**src/rtl/pc_sequencer.sv**
```systemverilog
// Program-counter sequencer: relative jumps, conditional branches, HALT/resume,
// sticky FAULT. Define PC_SEQ_STACK_EN to include the CALL/RET return stack.
module pc_sequencer #(
    parameter int              PC_W     = 8,
    parameter int              OFF_W    = 4,
    parameter int              STACK_D  = 4,
    parameter logic [PC_W-1:0] RESET_PC = '0
) (
    input  logic                         clk,
    input  logic                         reset,
    input  logic                         step,
    input  logic [2:0]                   op,
    input  logic [OFF_W-1:0]             off,
    input  logic                         zr,
    input  logic                         go,
    output logic [PC_W-1:0]              pc,
    output logic                         taken,
    output logic                         halted,
    output logic                         fault,
    output logic [1:0]                   fault_code,
    output logic [$clog2(STACK_D+1)-1:0] sp
);

    localparam int SP_W = $clog2(STACK_D + 1);

    localparam logic [2:0] OP_SEQ  = 3'd0;
    localparam logic [2:0] OP_JMPF = 3'd1;
    localparam logic [2:0] OP_JMPB = 3'd2;
    localparam logic [2:0] OP_JIZR = 3'd3;
    localparam logic [2:0] OP_JNZR = 3'd4;
    localparam logic [2:0] OP_CALL = 3'd5;
    localparam logic [2:0] OP_RET  = 3'd6;
    localparam logic [2:0] OP_HALT = 3'd7;

    localparam logic [1:0] FC_NONE  = 2'b00;
    localparam logic [1:0] FC_OVER  = 2'b01;
    localparam logic [1:0] FC_UNDER = 2'b10;
    localparam logic [1:0] FC_ILL   = 2'b11;

    typedef enum logic [1:0] {
        S_RUN    = 2'd0,
        S_HALTED = 2'd1,
        S_FAULT  = 2'd2
    } state_t;

    state_t          state_q, state_d;
    logic [PC_W-1:0] pc_q, pc_d;
    logic            taken_q, taken_d;
    logic [1:0]      fcode_q, fcode_d;
    logic [PC_W-1:0] eff;
    logic [PC_W-1:0] pc_inc;

    assign eff    = PC_W'(off) << 1;
    assign pc_inc = pc_q + PC_W'(1);

`ifdef PC_SEQ_STACK_EN
    localparam int IDX_W = (STACK_D > 1) ? $clog2(STACK_D) : 1;

    logic [PC_W-1:0]  stack_q [STACK_D];
    logic [SP_W-1:0]  sp_q, sp_d;
    logic             push, pop;
    logic [IDX_W-1:0] top_idx;
    logic [PC_W-1:0]  top;

    assign top_idx = IDX_W'(sp_q - SP_W'(1));
    assign top     = (sp_q == '0) ? '0 : stack_q[top_idx];

    // Each entry is written only when the push lands on its slot; reset wipes all.
    for (genvar gi = 0; gi < STACK_D; gi++) begin : g_stack
        always_ff @(posedge clk or posedge reset) begin
            if (reset) begin
                stack_q[gi] <= '0;
            end else if (push && sp_q == SP_W'(gi)) begin
                stack_q[gi] <= pc_inc;
            end
        end
    end

    always_comb begin
        sp_d = sp_q;
        if (push) begin
            sp_d = sp_q + SP_W'(1);
        end else if (pop) begin
            sp_d = sp_q - SP_W'(1);
        end
    end

    always_ff @(posedge clk or posedge reset) begin
        if (reset) begin
            sp_q <= '0;
        end else begin
            sp_q <= sp_d;
        end
    end

    assign sp = sp_q;
`else
    assign sp = '0;
`endif

    always_comb begin
        state_d = state_q;
        pc_d    = pc_q;
        taken_d = 1'b0;
        fcode_d = fcode_q;
`ifdef PC_SEQ_STACK_EN
        push    = 1'b0;
        pop     = 1'b0;
`endif
        case (state_q)
            S_RUN: begin
                if (step) begin
                    case (op)
                        OP_SEQ:  pc_d = pc_inc;
                        OP_JMPF: begin
                            pc_d    = pc_q + eff;
                            taken_d = 1'b1;
                        end
                        OP_JMPB: begin
                            pc_d    = pc_q - eff;
                            taken_d = 1'b1;
                        end
                        OP_JIZR: begin
                            pc_d    = zr ? pc_q + eff : pc_inc;
                            taken_d = zr;
                        end
                        OP_JNZR: begin
                            pc_d    = zr ? pc_inc : pc_q + eff;
                            taken_d = ~zr;
                        end
`ifdef PC_SEQ_STACK_EN
                        OP_CALL: begin
                            if (sp_q == SP_W'(STACK_D)) begin
                                state_d = S_FAULT;
                                fcode_d = FC_OVER;
                            end else begin
                                push    = 1'b1;
                                pc_d    = pc_q + eff;
                                taken_d = 1'b1;
                            end
                        end
                        OP_RET: begin
                            if (sp_q == '0) begin
                                state_d = S_FAULT;
                                fcode_d = FC_UNDER;
                            end else begin
                                pop     = 1'b1;
                                pc_d    = top;
                                taken_d = 1'b1;
                            end
                        end
`else
                        OP_CALL, OP_RET: begin
                            state_d = S_FAULT;
                            fcode_d = FC_ILL;
                        end
`endif
                        OP_HALT: state_d = S_HALTED;
                        default: pc_d = pc_q;
                    endcase
                end
            end
            S_HALTED: begin
                if (go) begin
                    pc_d    = pc_inc;
                    state_d = S_RUN;
                end
            end
            default: begin
                // FAULT is sticky until reset.
                state_d = S_FAULT;
            end
        endcase
    end

    always_ff @(posedge clk or posedge reset) begin
        if (reset) begin
            state_q <= S_RUN;
            pc_q    <= RESET_PC;
            taken_q <= 1'b0;
            fcode_q <= FC_NONE;
        end else begin
            state_q <= state_d;
            pc_q    <= pc_d;
            taken_q <= taken_d;
            fcode_q <= fcode_d;
        end
    end

    assign pc         = pc_q;
    assign taken      = taken_q;
    assign halted     = (state_q == S_HALTED);
    assign fault      = (state_q == S_FAULT);
    assign fault_code = fcode_q;

endmodule
```
**config.mk**
```make
export PLATFORM = sky130hd
export DESIGN_NAME = pc_sequencer
export DESIGN_NICKNAME = d
export VERILOG_FILES = /design/src/rtl/pc_sequencer.sv
export SDC_FILE = /design/constraint.sdc
export NUM_CORES = 1
export LEC_CHECK = 0
export BUFFER_PORTS_ARGS = -buffer_cell sky130_fd_sc_hd__buf_2
export CORE_ASPECT_RATIO = 1.25
export CORE_MARGIN = 8
export CORE_UTILIZATION = 45
export CTS_CLUSTER_DIAMETER = 120
export CTS_CLUSTER_SIZE = 10
export DETAILED_ROUTE_END_ITERATION = 7
export PLACE_DENSITY_LB_ADDON = 0.25
export SLEW_MARGIN = 20
export SYNTH_ARGS = -nofsm -noshare
export SYNTH_HDL_FRONTEND = slang
export SYNTH_SLANG_ARGS = --single-unit
```
**constraint.sdc**
```tcl
create_clock -name clk -period 2.8 [get_ports clk]
set_clock_uncertainty 0.05 [all_clocks]
set_input_delay 0.14 -clock clk [delete_from_list [all_inputs] [get_ports clk]]
set_output_delay 0.14 -clock clk [all_outputs]
set_load 0.005 [all_outputs]
```
# == Word-level counts from Yosys, hierarchy flattened ==
# Cells that the tools add are included.
# classes
n_mul,0
div,0
n_addsub,3
order_cmp,0
reduce_logical,8
n_mux,13
shifts,0
eq_ne,13
bitwise,1
# ops
op,n
$pmux 8 s5,1
$mux 8,4
$pmux 8 s2,1
$eq 3x3->1 const B,4
$add 8x1->8 const B,1
$add 8x5->8,1
$pmux 2 s2,2
$sub 8x5->8,1
$eq 3x2->1 const B,2
$ne 6x1->1 const B,1
$reduce_and 3->1,2
$mux 2,2
$ne 2x2->1 const B,2
$reduce_and 4->1,1
$reduce_or 2->1,2
$eq 3x1->1 const B,1
$logic_not 3->1,1
$ne 3x1->1 const B,1
$pmux 1 s3,1
$eq 2x1->1 const B,1
$eq 2x2->1 const B,1
$logic_not 2->1,1
$mux 1,2
$reduce_bool 2->1,1
$not 1->1,1
# word_totals
mem_bits_ro,0
mem_bits_rw,0
out_inout_bits,16
memories,0
latchBits,0
in_bits,12
regBits,12

# == Logic depth before layout (Yosys ltp) ==
# Gate-level depths: netlist of run 1.
# depth
word_depth,5
depth_mapped,9
mapped_depth_nobuf,9

# == Least setup slack after synthesis of run 1 ==
# No wires, ideal clock.
# synth_timing
path_type,reg2reg
start,register pc_q[4] (netlist: pc[4])
end,register pc_q[5] (netlist: pc[5])
path_stages_with_launch,8
t_required_ns,2.624
period_less_slack_ns,2.124
setup_slack_ns,0.676
t_arrival_ns,1.948
cell_sequence,dfrtp_1 ha_1 clkbuf_1 nor3b_1 nor3_1 and2_1 o311a_1 a221o_1
# synth_between
elab_chain_len,5
# synth_lines
item,line_no,source
"start, declared",47,"logic [PC_W-1:0] pc_q, pc_d;"
"start signal, assigned",184,pc_q <= pc_d;
$add 8x5->8 / $add 8x1->8 (equally long branches),-,
$mux 8 (on tied branches),"128, 124",
$pmux 8 s5,113,case (op)
$mux 8,112,if (step) begin
$pmux 8 s2 (*),110,case (state_q)
# Mark *: on every way between the ends. The rest lies on a longest branch, timed or not. The select of a mux whose other input is x is not followed.
# A chain may end at the register's enable or synchronous reset.

# == Worst setup path in the final report of run 1 ==
# Same ends and word-level chain as after synthesis.

==> results of run 1 <==
## how the worst max path moves through the flow
stage	end	slack (ps)	cells after the start
after CTS	pc[5]	510	6
after detailed placement	pc[5]	520	6
after global placement	pc[5]	500	6
final	pc[5]	530	6
after floorplan	pc[5]	680	7
after global routing	pc[7]	350	7
## flip-flops by register name (all words and copies together) (netlist names)
name,cells
pc,8
state_q,2
fault_code,1
taken,1
## Yosys cell counts (3+ instances only)
cell type,n
nor2_1,8
a21oi_1,10
nand4_1,3
nand3_1,7
inv_1,10
nand2_1,10
ha_1,9
nor3b_1,4
buf_4,4
nor3_1,5
buf_6,3
nand2b_1,5
clkbuf_1,5
nor2b_1,4
o21ai_1,4
o21ai_0,5
o211ai_1,3
dfrtp_1,12
xor2_1,4
## repair_timing
| item | 4_1_cts | 5_1_grt |
|---|---|---|
| endpoints found under the hold margin | 12 | 0 |
| buffers inserted | 0 | 0 |
| hold buffers | 1 | 0 |
| endpoints found under the setup margin | 0 | 0 |
## power groups by stage
| stage | registers, W | logic [W] | clock network [W] |
|---|---|---|---|
| 4_1_cts | 0.000328 | 0.000539 | 0.000109 |
| 6_report | 0.000328 | 0.000534 | 0.000108 |
| 2_1_floorplan | 0.000302 | 0.000390 | 0 |
| 5_1_grt | 0.000343 | 0.000608 | 0.000118 |
| 3_5_place_dp | 0.000332 | 0.000534 | 0 |
| 3_3_place_gp | 0.000327 | 0.000524 | 0 |
## worst register-to-register path: stages (launching register included)
cell and delay [ps]:
dfrtp_1 480, ha_1 440, nor3b_1 340, nor3_1 110, and2_1 170, o311a_1 330, a221o_1 250
## area by class of cell
| class | count | area (µm²) |
|---|---|---|
| fillers | 310 | 1410 |
| multi-input cells | 126 | 886 |
| flip-flops and latches | 12 | 300 |
| repair buffers | 26 | 138 |
| well taps | 36 | 45.0 |
| inverters | 10 | 37.5 |
| clock buffers | 3 | 22.5 |
## per-stage QoR
step	worst slack (ps)	total power, W	hold WS [ps]	instances	instance area (µm²)
floorplan	676	0.000692	-45.3	160	1310
global placement	497	0.000851	122	209	1400
detailed placement	518	0.000866	127	209	1400
CTS	511	0.000976	115	213	1430
global route	349	0.00107	126	213	1430
finish	525	0.000970	118	213	1430
## layer usage
layer / part of all wire / track usage / up-vias
met5: 0 / 0 / -
met4: 0.0074 / 0.0380 / 0
met3: 0.030 / 0.0250 / 4
met2: 0.54 / 0.262 / 27
met1: 0.42 / 0.159 / 601
li1: - / - / 607
## logic make-up after synthesis
| family | count (synthesis) |
|---|---|
| other | 1 |
| adder cells (fa/ha/maj) | 11 |
| multiplexers | 1 |
| XOR/XNOR | 4 |
| buffers and inverters | 22 |
| AND/OR/NAND/NOR | 60 |
| AO/OA/AOI/OAI | 47 |
| flip-flops | 12 |
==> results.cfg, run 1 <==
[critical_path]
arrival_ps = 2390
path_cells = ha_1, nor3b_1, nor3_1, and2_1, o311a_1, a221o_1
slowest_stage = dfrtp_1
reg2reg_to = pc[5]
critPathRequiredTime_ps = 2910
cp_num_buf_inv = 0
critPathKind = reg -> reg
rr_startpoint = pc[4]
cp-start-kind = flop
r2r_cells = 6
crit_start = pc[4]
cp_top_family = simple AND/OR/NAND/NOR gates
critPathMaxFanout = 10
cpPeakStageDelay_ps = 480
r2r_slack_ps = 530
cp-end-kind = flop

[layout]
layout_common_cells = buf_2, dfrtp_1, nand2_1, inv_1, a21oi_1
num_antenna_cells = 0
drive_gt1_frac = 0.192
nets = 202
utilization = 0.504
final_common_cell = buf_2
synthToLayoutAreaGrowth_pct = 10.0

[cts]
clockBufferDepth = 2
htree_num_levels = 1
cts_sinks = 12
worstSkewPairLatency_ps = 270
clk_pin_slew_ps = 80
root_buffer = clkbuf_4
cts-buffers-inserted = 3
cts_tree = done
cts_resized = 0

[detailed_routing]
drc = 0
ant_nets = 0
routed_via_density = 5.82
wl_um = 3360
first_pass_iters = 4
drt_iter0_drc = 22
wl_per_cell_um = 15.8
vias = 1239

[sta]
period_needed_ps = 2270
max_slew_margin = 0.494
fmax_ghz = 0.440
hold_viol_final = 0
setup-tns-final_ps = 0
timing.final.crit_share = 0.812
grt_setup_unrepaired = no
finalSetupViolCount = 0
drv_slew = 0
worst_slew_pin_slew_ps = 757

[yosys]
netlist.area_leader.share = 0.231
synth_fa_ha_area_frac = 0.118
avgSynthCellArea_um2 = 8.22
muxShareOfSynthArea = 0.00867
yosysSeqAreaShare = 0.231
syn_inst = 158
yosys_warnings = 0
synth_top_cell_by_area = dfrtp_1
synth.distinct_cells = 49
synth-xor-area-share = 0.0270
syn-cell-area_um2 = 1300
synth_area_leaders = dfrtp_1, ha_1, a21oi_1
ys_ff_latch = 12
synth_edf_count = 0
yosys.area_share.simple = 0.262
synthArstFlopShare = 1.00
synthFlopType = dfrtp_1
synth_compound_area_frac = 0.258
synth_top_family_by_area = simple AND/OR/NAND/NOR gates

[worst_hold_path]
holdPathEnd = state_q[0]
hold_depth = 3
hp-class = in -> reg
hold_start = go

[job]
max_cap_viol_count = 0

[pwr]
pwr-share-comb = 0.550
power.density_nw_per_um2 = 679
ir_drop_mv = 0.350
clock_power_share = 0.112
p_switching_w = 0.000453
seqPwrFrac = 0.338
swShare = 0.467
p_int_w = 0.000518
p_leak_nw = 0.646

[global_route]
grt_pass1_wl_um = 5860
grt_overflow_total = 0
grt_max_degree = 13
antenna_found_initial = 0
grtUsageTotal = 0.142
grt_pass1_vias = 1284

[floorplanning]
initial_core_util = 0.458
die_w_um = 64.1
dieArea_um2 = 4870
floorplan.die.height_um = 76.1
ios = 28
core_um2 = 2840
rows = 22

[placed_design]
place_hpwl_um = 2740
gp_congestion = 0.855
numPortBuffers = 24

[status]
status = complete, no violations
(Power assumes the default switching activity.)
==> run 2, diff against run 1 <==
==> constraint.sdc (replaced) <==
create_clock -name clk -period 1.9 [get_ports clk]
set_clock_uncertainty 0.05 [all_clocks]
set_input_delay 0.095 -clock clk [delete_from_list [all_inputs] [get_ports clk]]
set_output_delay 0.095 -clock clk [all_outputs]
set_load 0.005 [all_outputs]
==> results.cfg, run 2 (same netlist as run 1, synthesis figures left out) <==
[global_route]
grt_pass1_vias = 1408
antenna_found_initial = 0
grt_overflow_total = 0
grtUsageTotal = 0.156
grt_pass1_wl_um = 6340
grt_max_degree = 13

[detailed_routing]
drt_iter0_drc = 58
first_pass_iters = 4
routed_via_density = 5.78
vias = 1346
drc = 0
ant_nets = 0
wl_um = 3780
wl_per_cell_um = 16.2

[sta]
drv_slew = 0
grt_setup_unrepaired = yes
hold_viol_final = 0
setup-tns-final_ps = -240
period_needed_ps = 2010
worst_slack_ps = -114
finalSetupViolCount = 4
timing.final.crit_share = 1.06
whs_ps = 70.2
fmax_ghz = 0.497

[pwr]
seqPwrFrac = 0.240
clock_power_share = 0.114
ir_drop_mv = 0.586
power.density_nw_per_um2 = 1080
swShare = 0.444
p_leak_nw = 0.750
p_int_w = 0.00102
p_switching_w = 0.000818
pwr-share-comb = 0.646

[critical_path]
critPathKind = reg -> reg
cp-start-kind = flop
cp_num_buf_inv = 2
cp_top_family = compound AO/OA/AOI/OAI gates
path_cells = inv_1, ha_2, inv_2, fa_2, nand3_4, a21oi_2, o311a_1, a221o_1
slowest_stage = dfrtp_1
cpPeakStageDelay_ps = 420
critPathMaxFanout = 3
cp-end-kind = flop
arrival_ps = 2130
critPathRequiredTime_ps = 2010

[cts]
cts_tree = done
cts_sinks = 12
clk_pin_slew_ps = 80
clockBufferDepth = 2
root_buffer = clkbuf_4
worstSkewPairLatency_ps = 280
cts-buffers-inserted = 3
htree_num_levels = 1

[placed_design]
place_hpwl_um = 2920
gp_congestion = 0.984
numPortBuffers = 24
postPlaceCellArea_um2 = 1570
post-place-ws_ps = -192

[floorplanning]
dieArea_um2 = 4870
floorplan.die.height_um = 76.1
rows = 22
ios = 28
core_um2 = 2840
initial_core_util = 0.458
die_w_um = 64.1

[layout]
final_common_cell = buf_2
synthToLayoutAreaGrowth_pct = 31.0
drive_gt1_frac = 0.360
largest_reg_flops = 8
layout_common_cells = buf_2, buf_4, nand2_1, dfrtp_1, inv_1
design_area_um2 = 1700
num_antenna_cells = 0
nets = 221

[worst_hold_path]
hp-class = in -> reg

[status]
status = finished with violations
violations = setup timing

[job]
max_cap_viol_count = 0
## run 2: cell types whose count changed in the layout (fill, tap and decap cells not counted), moves of 2 or more
cell	delta
a21oi_2	+2
buf_4	+19
fa_1	-2
a21oi_1	-2
fa_2	+2
ha_4	+3
ha_1	-4
dfrtp_2	+2
dfrtp_1	-2
## run 2: routing by layer
layer / routed length, µm / up-vias / GRT usage
met5: 0 / - / 0
met4: 157 / 0 / 0.0828
met3: 197 / 15 / 0.0279
met2: 1880 / 53 / 0.267
met1: 1540 / 635 / 0.176
li1: - / 643 / -
## run 2: power by group through the flow
stage                     Combinational, W  Clock, W  Sequential (W)
after floorplan                   0.000634         0        0.000458
after global placement             0.00102         0        0.000440
after detailed placement           0.00104         0        0.000444
after CTS                          0.00108  0.000211        0.000439
after global routing               0.00132  0.000227        0.000454
final                              0.00119  0.000210        0.000443
## run 2: final timing paths
| kind | from | endpoint | slack [ps] | cells after the start |
|---|---|---|---|---|
| min in group asynchronous | reset | taken | 330 | 3 |
| max reg2reg | pc[1] | pc[5] | -110 | 8 |
| max | pc[1] | pc[5] | -110 | 8 |
| min reg2reg | fault_code[0] | fault_code[0] | 440 | 1 |
| max in group asynchronous | reset | pc[4] | 1130 | 3 |
| min | go | state_q[0] | 70 | 3 |
## run 2: cell type report
cell class | count | area, µm²
Tap cell | 36 | 45.0
Multi-Input combinational cell | 126 | 1000
Inverter | 10 | 37.5
Clock buffer | 4 | 36.3
Sequential cell | 12 | 303
Timing Repair Buffer | 45 | 280
Fill cell | 253 | 1130
## run 2: worst reg2reg max path: stages, from the launching register on
cell and delay, ps:
dfrtp_1 420, inv_1 70, ha_2 180, inv_2 40
fa_2 380, nand3_4 120, a21oi_2 50, o311a_1 320
a221o_1 270
## run 2: through the flow
stage | total power, W | instances | utilization
final | 0.00184 | 233 | 0.600
after global routing | 0.00201 | 233 | 0.600
after CTS | 0.00173 | 232 | 0.575
after detailed placement | 0.00149 | 226 | 0.553
after global placement | 0.00146 | 226 | 0.553
after floorplan | 0.00109 | 160 | -
## run 2: repair_timing
item                       4_1_cts  5_1_grt
hold endpoints to repair        12        0
pin swaps                        2        3
setup buffers                    1        1
hold buffers                     1        0
resized for setup                2       11
setup endpoints to repair        3        4
==> run 3, diff against run 2 <==
--- a/config.mk
+++ b/config.mk
@@ -13,6 +13,8 @@
 export CTS_CLUSTER_SIZE = 10
 export DETAILED_ROUTE_END_ITERATION = 7
 export PLACE_DENSITY_LB_ADDON = 0.25
+export REMOVE_ABC_BUFFERS = 1
+export SETUP_SLACK_MARGIN = 0.1
 export SLEW_MARGIN = 20
 export SYNTH_ARGS = -nofsm -noshare
 export SYNTH_HDL_FRONTEND = slang
==> results.cfg, run 3 (same netlist as run 1, synthesis figures left out) <==
[critical_path]
cpPeakStageDelay_ps = 420
critPathRequiredTime_ps = 2020
path_cells = ha_1, nand2b_1, buf_4, a21o_1, a32o_1, o221ai_1, o21ai_1
cp_num_buf_inv = 1
cp-end-kind = flop
critPathKind = reg -> reg
crit_start = pc[2]
critPathMaxFanout = 4
cp_top_family = compound AO/OA/AOI/OAI gates
rr_startpoint = pc[2]
arrival_ps = 2140
slowest_stage = dfrtp_1
cp-start-kind = flop

[layout]
drive_gt1_frac = 0.355
num_antenna_cells = 0
synthToLayoutAreaGrowth_pct = 30.4
layout_common_cells = buf_2, buf_4, dfrtp_1
final_common_cell = buf_2
instances_no_fill = 236
utilization = 0.598
design_area_um2 = 1690
nets = 224
largest_reg_flops = 8

[sta]
drv_slew = 0
grt_setup_unrepaired = yes
period_needed_ps = 2010
worst_slack_ps = -114
worst_slew_pin_slew_ps = 499
timing.final.crit_share = 1.06
fmax_ghz = 0.496
finalSetupViolCount = 4
max_slew_margin = 0.667
hold_viol_final = 0

[status]
status = finished with violations
violations = setup timing

[cts]
clk_pin_slew_ps = 100
worstSkewPairLatency_ps = 300
htree_num_levels = 1
root_buffer = clkbuf_4
cts_sinks = 12
clockBufferDepth = 2
cts_tree = done
cts-buffers-inserted = 3

[floorplanning]
rows = 22
ios = 28
die_w_um = 64.1
initial_core_util = 0.458
floorplan.die.height_um = 76.1
core_um2 = 2840
dieArea_um2 = 4870

[pwr]
power.density_nw_per_um2 = 1080
ir_drop_mv = 0.592
p_leak_nw = 0.765

[global_route]
grt_pass1_vias = 1406
grt_max_degree = 13
antenna_found_initial = 0
grtUsageTotal = 0.159
grt_overflow_total = 0
grt_pass1_wl_um = 6380

[detailed_routing]
routed_via_density = 5.86
drc = 0
drt_iter0_drc = 36
first_pass_iters = 4
wl_per_cell_um = 16.2
vias = 1383
ant_nets = 0
wl_um = 3830

[placed_design]
dpl.cell_count = 227
gp_congestion = 0.911
place_hpwl_um = 2910
numPortBuffers = 24
postPlaceCellArea_um2 = 1530

[job]
max_cap_viol_count = 0

[worst_hold_path]
hp-class = in -> reg
hold_start = go
[run 3: cell count changes in the layout (fill, tap and decap cells not counted), sizes merged]
cell,change
buf,+3
[run 3: per-stage QoR]
step	hold WS, ps	setup slack, ps	setup TNS, ps	total power [W]
2_1_floorplan	-90.3	-161	-424	0.000986
3_3_place_gp	86.9	-167	-422	0.00139
3_5_place_dp	97.0	-260	-690	0.00143
4_1_cts	42.1	-119	-344	0.00178
5_1_grt	54.6	-191	-684	0.00199
6_report	36.7	-114	-364	0.00184
[run 3: power by group]
group | switching, W | internal [W]
registers | 0.0000895 | 0.000334
logic | 0.000613 | 0.000574
clock network | 0.000109 | 0.000117
total | 0.000811 | 0.00102
[run 3: cell type report]
| class | count | area (µm²) |
|---|---|---|
| Clock buffer | 4 | 36.3 |
| Fill cell | 270 | 1140 |
| Inverter | 10 | 37.5 |
| Multi-Input combinational cell | 126 | 968 |
| Sequential cell | 12 | 300 |
| Tap cell | 36 | 45.0 |
| Timing Repair Buffer | 48 | 307 |
[run 3: worst min-delay path, cell delays in order]
cell	delay [ps]
buf_2	100
mux2_2	140
nor2_1	30
[run 3: what timing repair did]
action,4_1_cts,5_1_grt
setup buffers,2,2
hold buffers,1,0
endpoints found under the hold margin,12,0
gates resized for setup,16,2
pin swaps,5,1
endpoints found under the setup margin,4,4
[run 3: path summary, 6_finish.rpt]
kind	to	slack [ps]	cells past startpoint
worst max-delay path	pc[4]	-110	7
worst min-delay path	state_q[0]	40	3
worst max register to register	pc[4]	-110	7
worst min register to register	state_q[0]	430	1
max in group asynchronous	state_q[1]	1150	3
min in group asynchronous	pc[2]	300	3
[run 3: metal layers]
metal / share of wire / wire (µm) / global-route usage
met3: 0.060 / 230 / 0.0397
met5: 0 / 0 / 0
met4: 0.045 / 171 / 0.0917
met2: 0.51 / 1940 / 0.273
met1: 0.39 / 1480 / 0.170
